File: src/rtl/podule_cycle_decode.sv
// Podule bus cycle decoder: turns a four-phase host request into a timed
// ROM / I/O-region select strobe followed by a registered acknowledge.
module podule_cycle_decode #(
  parameter int                N_CS    = 7,
  parameter logic [N_CS*4-1:0] WS      = '0,
  parameter int unsigned       ROM_WS  = 2,
  parameter int                PAGE_W  = 8,
  parameter int                FPL_IDX = 4
) (
  input  logic              clk,
  input  logic              rst,
  input  logic [13:2]       a,
  input  logic              cyc,
  input  logic              we,
  input  logic [PAGE_W-1:0] wdata,
  output logic              ack,
  output logic              rom_cs,
  output logic [N_CS-1:0]   cs,
  output logic [PAGE_W-1:0] rom_page,
  output logic              busy
);

  localparam logic [3:0] ROM_N = 4'(ROM_WS);
  localparam logic [2:0] FPL_3 = 3'(FPL_IDX);

  typedef enum logic [2:0] {IDLE, SETUP, STROBE, HOLD, DONE} state_t;

  state_t              state_q, state_d;
  logic [3:0]          cnt_q, cnt_d;
  logic                drop_q, drop_d;
  logic                first_q, first_d;
  logic                ack_q, ack_d;
  logic                rom_cs_q, rom_cs_d;
  logic [N_CS-1:0]     cs_q, cs_d;
  logic [PAGE_W-1:0]   page_q, page_d;

  // Request fields captured once per cycle; only a[13:10] matter for decode.
  logic [3:0]          hi_q;
  logic                we_q;
  logic [PAGE_W-1:0]   wdata_q;

  logic                is_rom;
  logic [2:0]          idx;
  logic                mapped;
  logic [3:0]          n_sel;
  logic [N_CS-1:0]     onehot;

  // Word-offset address bits do not take part in the decode.
  logic                unused_addr;
  assign unused_addr = ^a[9:2];

  // Decode the latched address into target, one-hot select and wait count.
  always_comb begin
    is_rom = ~hi_q[3];
    idx    = hi_q[2:0];
    mapped = is_rom;
    n_sel  = ROM_N;
    onehot = '0;
    for (int k = 0; k < N_CS; k++) begin
      if (!is_rom && idx == 3'(k)) begin
        mapped    = 1'b1;
        n_sel     = WS[4*k +: 4];
        onehot[k] = 1'b1;
      end
    end
  end

  // Next-state, counter and registered-output logic.
  always_comb begin
    state_d = state_q;
    cnt_d   = cnt_q;
    drop_d  = drop_q;
    case (state_q)
      IDLE: begin
        drop_d = 1'b0;
        if (cyc) state_d = SETUP;
      end
      SETUP: begin
        if (mapped) begin
          state_d = STROBE;
          cnt_d   = n_sel;
        end else begin
          state_d = DONE;
        end
      end
      STROBE: begin
        if (cnt_q == 4'd0) state_d = HOLD;
        else               cnt_d   = cnt_q - 4'd1;
      end
      HOLD:    state_d = DONE;
      DONE:    if (!cyc || drop_q) state_d = IDLE;
      default: state_d = IDLE;
    endcase
    // A host that lets go early forfeits the acknowledge for this cycle.
    if (state_q != IDLE && !cyc) drop_d = 1'b1;

    first_d  = (state_q == SETUP) && (state_d == STROBE);
    ack_d    = (state_d == DONE) && cyc && !drop_q;
    rom_cs_d = (state_d == STROBE) && is_rom;
    cs_d     = (state_d == STROBE) ? onehot : '0;

    page_d = page_q;
    if (state_q == STROBE && first_q && we_q && !is_rom && idx == FPL_3)
      page_d = wdata_q;
  end

  // Capture the request when a new cycle is accepted.
  always_ff @(posedge clk) begin
    if (state_q == IDLE && cyc) begin
      hi_q    <= a[13:10];
      we_q    <= we;
      wdata_q <= wdata;
    end
  end

  // Control state and glitch-free output registers.
  always_ff @(posedge clk) begin
    if (rst) begin
      state_q  <= IDLE;
      cnt_q    <= '0;
      drop_q   <= 1'b0;
      first_q  <= 1'b0;
      ack_q    <= 1'b0;
      rom_cs_q <= 1'b0;
      cs_q     <= '0;
      page_q   <= '0;
    end else begin
      state_q  <= state_d;
      cnt_q    <= cnt_d;
      drop_q   <= drop_d;
      first_q  <= first_d;
      ack_q    <= ack_d;
      rom_cs_q <= rom_cs_d;
      cs_q     <= cs_d;
      page_q   <= page_d;
    end
  end

  assign ack      = ack_q;
  assign rom_cs   = rom_cs_q;
  assign cs       = cs_q;
  assign rom_page = page_q;
  assign busy     = (state_q != IDLE);

endmodule

File: config.mk
export PLATFORM = sky130hd
export DESIGN_NAME = podule_cycle_decode
export DESIGN_NICKNAME = d
export VERILOG_FILES = /design/src/rtl/podule_cycle_decode.sv
export SDC_FILE = /design/constraint.sdc
export NUM_CORES = 1
export LEC_CHECK = 0
export BUFFER_PORTS_ARGS = -buffer_cell sky130_fd_sc_hd__buf_2
export CELL_PAD_IN_SITES_DETAIL_PLACEMENT = 2
export CELL_PAD_IN_SITES_GLOBAL_PLACEMENT = 2
export CORE_MARGIN = 10
export CORE_UTILIZATION = 35
export CTS_BUF_LIST = sky130_fd_sc_hd__clkbuf_4
export DETAILED_ROUTE_END_ITERATION = 10
export GPL_TIMING_DRIVEN = 0
export HOLD_SLACK_MARGIN = 0.08
export PLACE_DENSITY_LB_ADDON = 0.1
export SLEW_MARGIN = 10
export SYNTH_ARGS = -nofsm -noshare
export SYNTH_HDL_FRONTEND = slang
export SYNTH_SLANG_ARGS = --single-unit
File: constraint.sdc
create_clock -name clk -period 5.6 [get_ports clk]
set_input_delay 0.84 -clock clk [delete_from_list [all_inputs] [get_ports clk]]
set_output_delay 0.84 -clock clk [all_outputs]
set_load 0.1 [all_outputs]
# Word-level counts from Yosys, hierarchy flattened
# Index checks and enable logic that the tools add are counted.
op_classes:
  n_addsub: 1
  eq_ne: 14
  n_mux: 31
  n_bitwise: 2
  reduce_logical: 28
ops:
  columns: ["cell", "n"]
  rows:
  - ["$mux 4", 5]
  - ["$logic_and 1x1->1", 17]
  - ["$mux 1", 16]
  - ["$eq 3x2->1 const B", 5]
  - ["$eq 3x3->1 const B", 5]
  - ["$pmux 3 s5", 1]
  - ["$mux 3", 4]
  - ["$mux 2", 4]
  - ["$pmux 4 s2", 1]
  - ["$eq 3x1->1 const B", 2]
  - ["$logic_not 3->1", 2]
  - ["$logic_not 4->1", 1]
  - ["$ne 2x2->1 const B", 2]
  - ["$reduce_bool 2->1", 2]
  - ["$sub 4x1->4 const B", 1]
  - ["$reduce_and 3->1", 1]
  - ["$reduce_bool 3->1", 1]
  - ["$logic_not 1->1", 2]
  - ["$not 1->1", 2]
  - ["$reduce_or 2->1", 1]
  - ["$logic_or 1x1->1", 1]
totals:
  regBits: 39
  in_bits: 24
  output_inout_bits: 18
  wordCells: 87

# Longest topological paths before layout
# Gate-level depths: netlist (run 1).
logic_depth:
  ltp_word: 14
  ltp_mapped: 6
  mapped_depth_nobuf: 6

# Least setup slack after synthesis (run 1)
# No wires, ideal clock.
synth_timing:
  path_type: "flip-flop to output port"
  start: "reg state_q[2]"
  end: "out busy"
  t_arrival_ns: 1.078
  required_time_ns: 4.760
  setup_slack_ns: 3.682
  stages_incl_launch_ff: 3
  path_buffers: 0
  path_cell_list: "dfxtp_1 -> nor3_1 -> inv_1"
synth_between:
  elab_chain_cells: 1
synth_rtl:
  columns: ["element", "line", "text"]
  rows:
  - ["from (decl)", "28", "state_t state_q, state_d;"]
  - ["from (signal assigned)", "128", "state_q <= state_d;"]
  - ["$reduce_bool 3->1", "143", "assign busy = (state_q != IDLE);"]
  - ["to (decl)", "20", "output logic busy"]
# No other way between the ends.

# Worst setup path in the final report (run 1)
# Ends and elaborated chain as after synthesis.

==> reports/results.ini, run 1 <==
[floorplanning]
die_w_um = 83.6
placement_rows = 23
ios = 42
dieArea_um2 = 6990
initial_core_util = 0.357
coreArea_um2 = 3970
die_h_um = 83.6

[grt]
grt_pass1_wl_um = 5820
use_met3 = 0.0420
grt.busiest_layer = met2
grt_pass1_vias = 1198
grtUsageMet2 = 0.186
met1_usage = 0.103
antenna_found_initial = 0
grt_max_degree = 14
overflow = 0
grtUsageTotal = 0.101

[clock_network]
postCtsSetupRepairBufs = 0
clock_latency_ns = 0.33
cts-hold-fix-buffers = 0
cts_buffers = 5
clk_path_buf_depth = 2
cts.sinks = 39
cts_tree = yes
clkTransAtPathRegs_ns = 0.11
cts_repair_resize_count = 0
cts_root_buffer = clkbuf_4
htree_levels = 2

[power_and_ir_drop]
pwr-share-seq = 0.580
peakVddDrop_uv = 154
switchingPower_mw = 0.163
power.leakage_nw = 0.691
p_comb_frac = 0.162
swShare = 0.290
power_density_nw_per_um2 = 331
power_frac_clock = 0.258
p_int_mw = 0.400

[worst_setup_path]
regToRegStartpoint = hi_q[1]$_DFFE_PP_
critPathKind = reg2out
crit_path_max_fanout = 7
r2r-end = cs[2]$_SDFF_PP0_
r2r_cells = 5
crit_arrival_ns = 1.41
rrSetupSlack_ns = 3.43
start_kind = register
cp.required_ns = 4.76
critPathCaptureType = output port

[flow_run]
maxCapViolations = 0

[route]
routed_via_density = 4.90
wl_per_cell_um = 16.0
ant_nets = 0
num_vias = 1043
drt-total-wl_um = 3410
dr.first_iter.drc_count = 37
firstDrtPassIters = 4
drcViolationCount = 0

[worst_hold_path]
min_path_cells = 1
min_to = ack$_SDFF_PP0_
hp-class = reg2reg
min_from = drop_q$_SDFFE_PP0P_

[synthesis]
synthAdderAreaFrac = 0.0177
synth.avg_cell_area_um2 = 11.6
yosysWarnings = 0
synth_compound_area_frac = 0.0539
synth_area_um2 = 1420
synth_top_family_by_area = simple AND/OR/NAND/NOR gates
synth.distinct_cells = 29
synth-seq-cells = 39
syn_nets = 148
synth-simple-area-share = 0.189
yosysSeqAreaShare = 0.643
synth.mux.area_fraction = 0.0636
synth_edf_count = 13
syn_inst = 122
async_reset_ff_frac = 0
synth-xor-area-share = 0
synthFlopType = dfxtp_1

[timing]
rsz0062_at_grt = no
fin_skew_ns = 0.00846
min_period_ns = 2.25
finalSetupTns_ns = 0
fin_crit_sh = 0.402
slew_headroom = 0.491
fmax_ghz = 0.445
setup_ws_ns = 3.35
finalHoldViolations = 0
drv_slew = 0
setup_viol = 0
worstMarginPinSlew_ns = 0.758

[cells_and_area]
diodes = 0
area_growth_pct = 20.1
final_common_cell = buf_2
final_cell_mix = buf_2, dfxtp_1, nor2_1
drive_gt1_frac = 0.276
final_nets = 188

[placed_design]
dp_worst_setup_slack_ns = 3.47
post-dp-hpwl_um = 2620
gp_congestion = 0.765
port_buffers = 33

[status]
outcome = finished, final reports clean

[worst max path at each step]
stage,startpoint,end,slack (ns),cells after the start
floorplan,state_q[2]$_SDFF_PP0_,busy,3.68,2
global placement,hi_q[1]$_DFFE_PP_,cs[0]$_SDFF_PP0_,3.52,5
detailed placement,hi_q[1]$_DFFE_PP_,cs[2]$_SDFF_PP0_,3.47,5
CTS,state_q[2]$_SDFF_PP0_,busy,3.32,3
global route,state_q[2]$_SDFF_PP0_,busy,3.19,3
finish,state_q[2]$_SDFF_PP0_,busy,3.35,3
[cells in the mapped netlist (2+ instances only)]
library cell,count,area (um2)
mux2i_1,9,90.1
nand2b_1,6,37.5
nand2_1,8,30.0
nand3_1,2,10.0
dfxtp_1,26,521
a21oi_1,5,25.0
inv_1,7,26.3
nor3_1,6,30.0
edfxtp_1,13,390
nor2_1,17,63.8
clkbuf_1,4,15.0
ha_1,2,25.0
[layer usage]
metal,part of all wire,up-vias
met5,0,-
met4,0.0041,0
met3,0.042,2
met2,0.54,27
met1,0.41,515
li1,-,499
[sequential cells by signal (all words and copies together) (netlist names)]
| name | cells |
|---|---|
| rom_page | 8 |
| wdata_q | 8 |
| cs | 7 |
| cnt_q | 4 |
| hi_q | 4 |
| state_q | 3 |
| ack | 1 |
| drop_q | 1 |
| first_q | 1 |
| rom_cs | 1 |
| we_q | 1 |
[area by class of cell]
class	instances	area, um2
Timing Repair Buffer	33	165
Sequential cell	39	911
Buffer	5	20.0
Clock buffer	7	52.6
Fill cell	425	2270
Tap cell	50	62.6
Clock inverter	1	5.00
Inverter	7	26.3
Multi-Input combinational cell	71	459
[per-stage QoR]
| stage | instance area, um2 | instances | hold slack [ns] | power, mW | util |
|---|---|---|---|---|---|
| 4_1_cts | 1700 | 213 | 0.458 | 0.572 | 0.428 |
| 2_1_floorplan | 1420 | 122 | 0.405 | 0.398 | - |
| 6_report | 1700 | 213 | 0.450 | 0.562 | 0.428 |
| 3_3_place_gp | 1640 | 205 | 0.410 | 0.420 | 0.414 |
| 5_1_grt | 1700 | 213 | 0.497 | 0.600 | 0.428 |
| 3_5_place_dp | 1640 | 205 | 0.441 | 0.426 | 0.414 |
[kinds of logic after synthesis]
logic type | after synthesis
AND/OR/NAND/NOR | 49
buffers and inverters | 12
adder cells (fa/ha/maj) | 2
flip-flops | 39
AO/OA/AOI/OAI | 11
multiplexers | 9
[critical path, cell delays in order, from the launching register on]
cell and delay, ns:
dfxtp_1 0.39, nor3_1 0.33, inv_1 0.07, buf_2 0.30
[power by group through the flow]
stage          registers (mW)  clock network, mW  logic, mW
2_1_floorplan           0.338                  0     0.0605
3_3_place_gp            0.331                  0     0.0888
3_5_place_dp            0.333                  0     0.0927
4_1_cts                 0.327              0.153     0.0931
5_1_grt                 0.329              0.169      0.102
6_report                0.326              0.145     0.0912
No activity file was read; power rests on OpenSTA's default activity.
==> run 2: changes to the inputs <==
- ABC_AREA: not set -> 1
- CORE_UTILIZATION: 35 -> 32
- clock period: 5.6 -> 2.3 ns (I/O delays scaled with it)
==> run 2 against run 1 <==
Net effect: area after synthesis rose by 7.1%; via count rose by 19%; critical endpoint unchanged; largest cell class unchanged; clock-buffer cell count fell by 2; synthesized cell count rose by 32%.
==> reports/results.ini, run 2 <==
[power_and_ir_drop]
power_density_nw_per_um2 = 786  ; was 331 nW/um2
power.leakage_nw = 0.812  ; was 0.691 nW
peakVddDrop_uv = 364  ; was 154 uV

[route]
firstDrtPassIters = 4  ; unchanged
wl_per_cell_um = 15.8  ; was 16.0 um
num_vias = 1237  ; was 1043
drcViolationCount = 0  ; unchanged
routed_via_density = 4.89  ; was 4.90
ant_nets = 0  ; unchanged
drt-total-wl_um = 4000  ; was 3410 um
dr.first_iter.drc_count = 45  ; was 37

[clock_network]
cts_repair_resize_count = 0  ; unchanged
cts_tree = yes  ; unchanged
clock_latency_ns = 0.36  ; was 0.33 ns
clkTransAtPathRegs_ns = 0.13  ; was 0.11 ns
cts.sinks = 39  ; unchanged
cts-hold-fix-buffers = 0  ; unchanged
cts_buffers = 5  ; unchanged
postCtsSetupRepairBufs = 0  ; unchanged
clk_path_buf_depth = 2  ; unchanged
cts_root_buffer = clkbuf_4  ; unchanged
htree_levels = 2  ; unchanged

[synthesis]
ys_top_cells_by_count = nor2_1, dfxtp_1, nand2_1  ; was dfxtp_1, nor2_1, edfxtp_1
synth_top_cell_area_share = 0.343  ; was 0.367
syn_nets = 187  ; was 148
syn_inst = 161  ; was 122
yosysMostFrequentCell = nor2_1  ; was dfxtp_1
synth_area_um2 = 1520  ; was 1420 um2
synthFlopType = dfxtp_1  ; unchanged
synthTopCellsByArea = dfxtp_1, edfxtp_1, nor2_1  ; was dfxtp_1, edfxtp_1, mux2i_1
yosysTopAreaCell = dfxtp_1  ; unchanged
async_reset_ff_frac = 0  ; unchanged
yosysWarnings = 0  ; unchanged
synth.distinct_cells = 23  ; was 29
synth_edf_count = 13  ; unchanged
synth.avg_cell_area_um2 = 9.42  ; was 11.6 um2
synth-seq-cells = 39  ; unchanged
yosysSeqAreaShare = 0.601  ; was 0.643

[flow_run]
maxCapViolations = 0  ; unchanged

[placed_design]
port_buffers = 32  ; was 33
placed_area_um2 = 1740  ; was 1640 um2
place_inst = 245  ; was 205
gp_congestion = 0.739  ; was 0.765
post-dp-hpwl_um = 3050  ; was 2620 um

[timing]
hold-worst-slack_ns = 0.156  ; was 0.450 ns
finalSetupTns_ns = 0  ; unchanged
fmax_ghz = 0.533
fin_crit_sh = 0.815
min_period_ns = 1.88
worstMarginPinSlew_ns = 0.789  ; was 0.758 ns
setup_viol = 0  ; unchanged
fin_skew_ns = 0.0118  ; was 0.00846 ns
drv_slew = 0  ; unchanged
slew_headroom = 0.473  ; was 0.491
finalHoldViolations = 0  ; unchanged
rsz0062_at_grt = no  ; unchanged

[worst_hold_path]
hp-class = in2reg  ; was reg2reg

[floorplanning]
initial_core_util = 0.339  ; was 0.357
ios = 42  ; unchanged
die_w_um = 88.8  ; was 83.6 um
placement_rows = 24  ; was 23
coreArea_um2 = 4470  ; was 3970 um2
die_h_um = 88.8  ; was 83.6 um
dieArea_um2 = 7890  ; was 6990 um2

[worst_setup_path]
crit_end = busy  ; unchanged
crit_path_max_fanout = 6  ; was 7
regToRegStartpoint = state_q[1]$_SDFF_PP0_  ; was hi_q[1]$_DFFE_PP_
crit_arrival_ns = 1.53  ; was 1.41 ns
r2r_cells = 3  ; was 5
critPathLaunch = state_q[1]$_SDFF_PP0_  ; was state_q[2]$_SDFF_PP0_
rrSetupSlack_ns = 0.62  ; was 3.43 ns
critPathCaptureType = output port  ; unchanged
r2r-end = wdata_q[6]$_DFFE_PP_  ; was cs[2]$_SDFF_PP0_
start_kind = register  ; unchanged
critPathKind = reg2out  ; unchanged
cp.required_ns = 1.96  ; was 4.76 ns

[status]
outcome = finished, final reports clean  ; unchanged

[grt]
grt_max_degree = 15  ; was 14
grt_pass1_wl_um = 6780  ; was 5820 um
antenna_found_initial = 0  ; unchanged
overflow = 0  ; unchanged
grtUsageTotal = 0.113  ; was 0.101
grt_pass1_vias = 1403  ; was 1198

[cells_and_area]
final_cell_mix = buf_2, nor2_1, dfxtp_1  ; was buf_2, dfxtp_1, nor2_1
final_nets = 226  ; was 188
final_cells = 253  ; was 213
final_util = 0.403  ; was 0.428
final_cell_area_um2 = 1800  ; was 1700 um2
final_common_cell = buf_2  ; unchanged
drive_gt1_frac = 0.284  ; was 0.276
area_growth_pct = 18.8  ; was 20.1%
diodes = 0  ; unchanged

run 2: cell count changes after synthesis, sizes merged, moves of 2 or more:
cell / change
nand2: +22
or4b: -2
mux2i: -9
nand2b: -6
nor3: -6
nor2: +17
nand3: +7
clkbuf: -3
a21oi: +9
inv: +8
nor4: -2
o21ai: +11
run 2: worst max-delay path, stage by stage (launching register included):
cell and delay (ns):
dfxtp_1 0.50, nor2_1 0.10, nand2_1 0.13, buf_2 0.44
run 2: cells by family (layout without fill, tap and decap cells):
kind of cell	after synthesis	in the layout	share of synthesized area
simple gates	76	76	0.248
flops	39	39	0.601
compound gates	26	26	0.0866
buf+inv	17	57	0.0421
fa+ha+maj	2	2	0.0165
xor+xnor	1	1	0.00578
run 2: metal layers:
| metal | routed length, um | GRT usage | vias up |
|---|---|---|---|
| met5 | 0 | 0 | - |
| met4 | 57 | 0.0441 | 0 |
| met3 | 259 | 0.0386 | 5 |
| met2 | 2030 | 0.199 | 26 |
| met1 | 1650 | 0.123 | 604 |
| li1 | - | - | 602 |
run 2: power by group:
| group | switching [mW] | internal (mW) | leakage (nW) |
|---|---|---|---|
| Sequential | 0.0289 | 0.761 | 0.334 |
| Clock | 0.243 | 0.117 | 0.0272 |
| Combinational | 0.197 | 0.0697 | 0.450 |
run 2: stage by stage:
stage	setup WS, ns	total power, mW
after global placement	0.668	1.06
after floorplan	0.200	1.00
after CTS	0.384	1.44
after global routing	0.343	1.51
final	0.425	1.42
after detailed placement	0.568	1.08
run 2: worst min path at each step:
stage / from / end / slack (ns) / depth (start not counted)
after global routing: wdata[0] / wdata_q[0]$_DFFE_PP_ / 0.13 / 1
after global placement: drop_q$_SDFFE_PP0P_ / ack$_SDFF_PP0_ / 0.41 / 1
after CTS: a[13] / hi_q[3]$_DFFE_PP_ / 0.14 / 1
final: a[13] / hi_q[3]$_DFFE_PP_ / 0.16 / 1
after floorplan: drop_q$_SDFFE_PP0P_ / ack$_SDFF_PP0_ / 0.40 / 1
after detailed placement: drop_q$_SDFFE_PP0P_ / ack$_SDFF_PP0_ / 0.43 / 1
run 2: area by class of cell:
| class | count | area, um2 |
|---|---|---|
| sequential | 39 | 911 |
| inverter | 16 | 60.1 |
| tap | 52 | 65.1 |
| fill | 523 | 2670 |
| multi-input combinational | 105 | 544 |
| timing repair buffer | 32 | 160 |
| clock inverter | 3 | 20.0 |
| buffer | 1 | 3.75 |
| clock buffer | 5 | 37.5 |
==> run 3: changes to the inputs <==
- CORE_UTILIZATION: 32 -> 28
- clock period: 2.3 -> 1.6 ns (I/O delays scaled with it)
==> run 3 against run 2 <==
Net effect: clock skew is 0.0040 ns lower; via count is 0.40% lower; first-iteration DRC count is 69% lower; die area is 11% higher; clock-buffer cell count is 1 higher; critical path depth stayed put; sequential share of layout area is 4.3 points lower; power is 46% higher; sequential power is 43% higher; global-route usage is 1.7 points lower.
==> reports/results.ini, run 3 (synthesis gave the netlist of run 2 again) <==
[timing]
finalSetupTns_ns = 0  ; unchanged
hold-worst-slack_ns = 0.145  ; was 0.156 ns
setup_viol = 0  ; unchanged
fin_skew_ns = 0.00783  ; was 0.0118 ns
min_period_ns = 1.47
fmax_ghz = 0.679
fin_crit_sh = 0.920
worstMarginPinSlew_ns = 0.509  ; was 0.789 ns
finalHoldViolations = 0  ; unchanged
drv_slew = 0  ; unchanged
setup_ws_ns = 0.128  ; was 0.425 ns
slew_headroom = 0.661  ; was 0.473
rsz0062_at_grt = no  ; unchanged

[flow_run]
maxCapViolations = 0  ; unchanged

[floorplanning]
coreArea_um2 = 5170  ; was 4470 um2
die_h_um = 93.6  ; was 88.8 um
ios = 42  ; unchanged
die_w_um = 93.6  ; was 88.8 um
placement_rows = 26  ; was 24
dieArea_um2 = 8760  ; was 7890 um2
initial_core_util = 0.293  ; was 0.339

[clock_network]
cts_root_buffer = clkbuf_4  ; unchanged
cts_buffers = 5  ; unchanged
cts_tree = yes  ; unchanged
clk_path_buf_depth = 2  ; unchanged
htree_levels = 2  ; unchanged
cts.sinks = 39  ; unchanged
clkTransAtPathRegs_ns = 0.12  ; was 0.13 ns
postCtsSetupRepairBufs = 0  ; unchanged
clock_latency_ns = 0.34  ; was 0.36 ns

[route]
drt-total-wl_um = 3890  ; was 4000 um
routed_via_density = 4.34  ; was 4.89
ant_nets = 0  ; unchanged
num_vias = 1232  ; was 1237
wl_per_cell_um = 13.7  ; was 15.8 um
dr.first_iter.drc_count = 14  ; was 45
drcViolationCount = 0  ; unchanged
firstDrtPassIters = 4  ; unchanged

[grt]
grt.busiest_layer = met2  ; unchanged
grt_pass1_vias = 1403  ; unchanged
met1_usage = 0.102  ; was 0.123
overflow = 0  ; unchanged
grtUsageTotal = 0.0966  ; was 0.113
grtUsageMet2 = 0.171  ; was 0.199
antenna_found_initial = 0  ; unchanged
grt_pass1_wl_um = 6830  ; was 6780 um
grt_max_degree = 15  ; unchanged
use_met3 = 0.0368  ; was 0.0386

[worst_setup_path]
crit_arrival_ns = 1.23  ; was 1.53 ns
crit_path_max_fanout = 5  ; was 6
start_kind = register  ; unchanged
cp_cell_sequence = inv_2 -> nand2_4 -> buf_4  ; was nor2_1 -> nand2_1 -> buf_2
critPathKind = reg2out  ; unchanged
worst_path_max_delay_cell = dfxtp_1  ; unchanged
max_stage_delay_ns = 0.40  ; was 0.50 ns
cp.required_ns = 1.36  ; was 1.96 ns
critPathCaptureType = output port  ; unchanged

[cells_and_area]
final_cell_mix = buf_2, nor2_1, dfxtp_1  ; unchanged
final_nets = 239  ; was 226
final_cells = 284  ; was 253
drive_gt1_frac = 0.280  ; was 0.284
final_cell_area_um2 = 1970  ; was 1800 um2
final_util = 0.381  ; was 0.403
area_growth_pct = 30.1  ; was 18.8%
diodes = 0  ; unchanged
final_common_cell = buf_2  ; unchanged
nFillCells = 588  ; was 523

[power_and_ir_drop]
power_density_nw_per_um2 = 1050  ; was 786 nW/um2
p_total_mw = 2.07  ; was 1.42 mW
peakVddDrop_uv = 437  ; was 364 uV
power.leakage_nw = 0.874  ; was 0.812 nW

[worst_hold_path]
hp-class = in2reg  ; unchanged

[status]
outcome = finished, final reports clean  ; unchanged

[placed_design]
gp_congestion = 0.730  ; was 0.739
post-dp-hpwl_um = 2910  ; was 3050 um
place_inst = 263  ; was 245
dp_worst_setup_slack_ns = 0.115  ; was 0.568 ns
port_buffers = 32  ; unchanged
placed_area_um2 = 1780  ; was 1740 um2

[run 3: per-layer routing]
layer / share of wire / routed length, um
met3: 0.060 / 235
met4: 0.014 / 53
met5: 0 / 0
met1: 0.42 / 1620
met2: 0.51 / 1980
[run 3: critical path: cells and delay by family, from the launching register on]
kind	cells	cell delay (ns)
and+or+nand+nor	1	0.10
buffers and inverters	2	0.39
DFF	1	0.40
[run 3: final timing paths]
path / from / end / slack (ns) / depth (start not counted)
hold / removal: cyc / ack$_SDFF_PP0_ / 0.15 / 3
setup / recovery: state_q[2]$_SDFF_PP0_ / busy / 0.13 / 3
setup reg to reg: hi_q[1]$_DFFE_PP_ / rom_page[7]$_SDFFE_PP0P_ / 0.18 / 6
hold reg to reg: drop_q$_SDFFE_PP0P_ / ack$_SDFF_PP0_ / 0.43 / 1
[run 3: repair_timing]
item                       in CTS  in global routing
cloned                          0                  0
resized for setup               2                  1
setup endpoints to repair       1                  1
hold endpoints to repair       13                  0
hold buffers                   13                  0
[run 3: power by group]
| part | leakage (nW) | switching, mW | total, mW | internal (mW) |
|---|---|---|---|---|
| registers | 0.335 | 0.0403 | 1.13 | 1.09 |
| logic | 0.508 | 0.293 | 0.424 | 0.131 |
| clock network | 0.0317 | 0.325 | 0.512 | 0.187 |
[run 3: layout make-up]
cell class	count	area, um2	share of cell area
Sequential cell	39	912	0.462
Buffer	1	3.75	0.00190
Inverter	16	60.1	0.0304
Clock buffer	6	45.0	0.0228
Clock inverter	2	12.5	0.00634
Timing Repair Buffer	45	293	0.148
Multi-Input combinational cell	105	559	0.283
Tap cell	70	87.6	0.0444
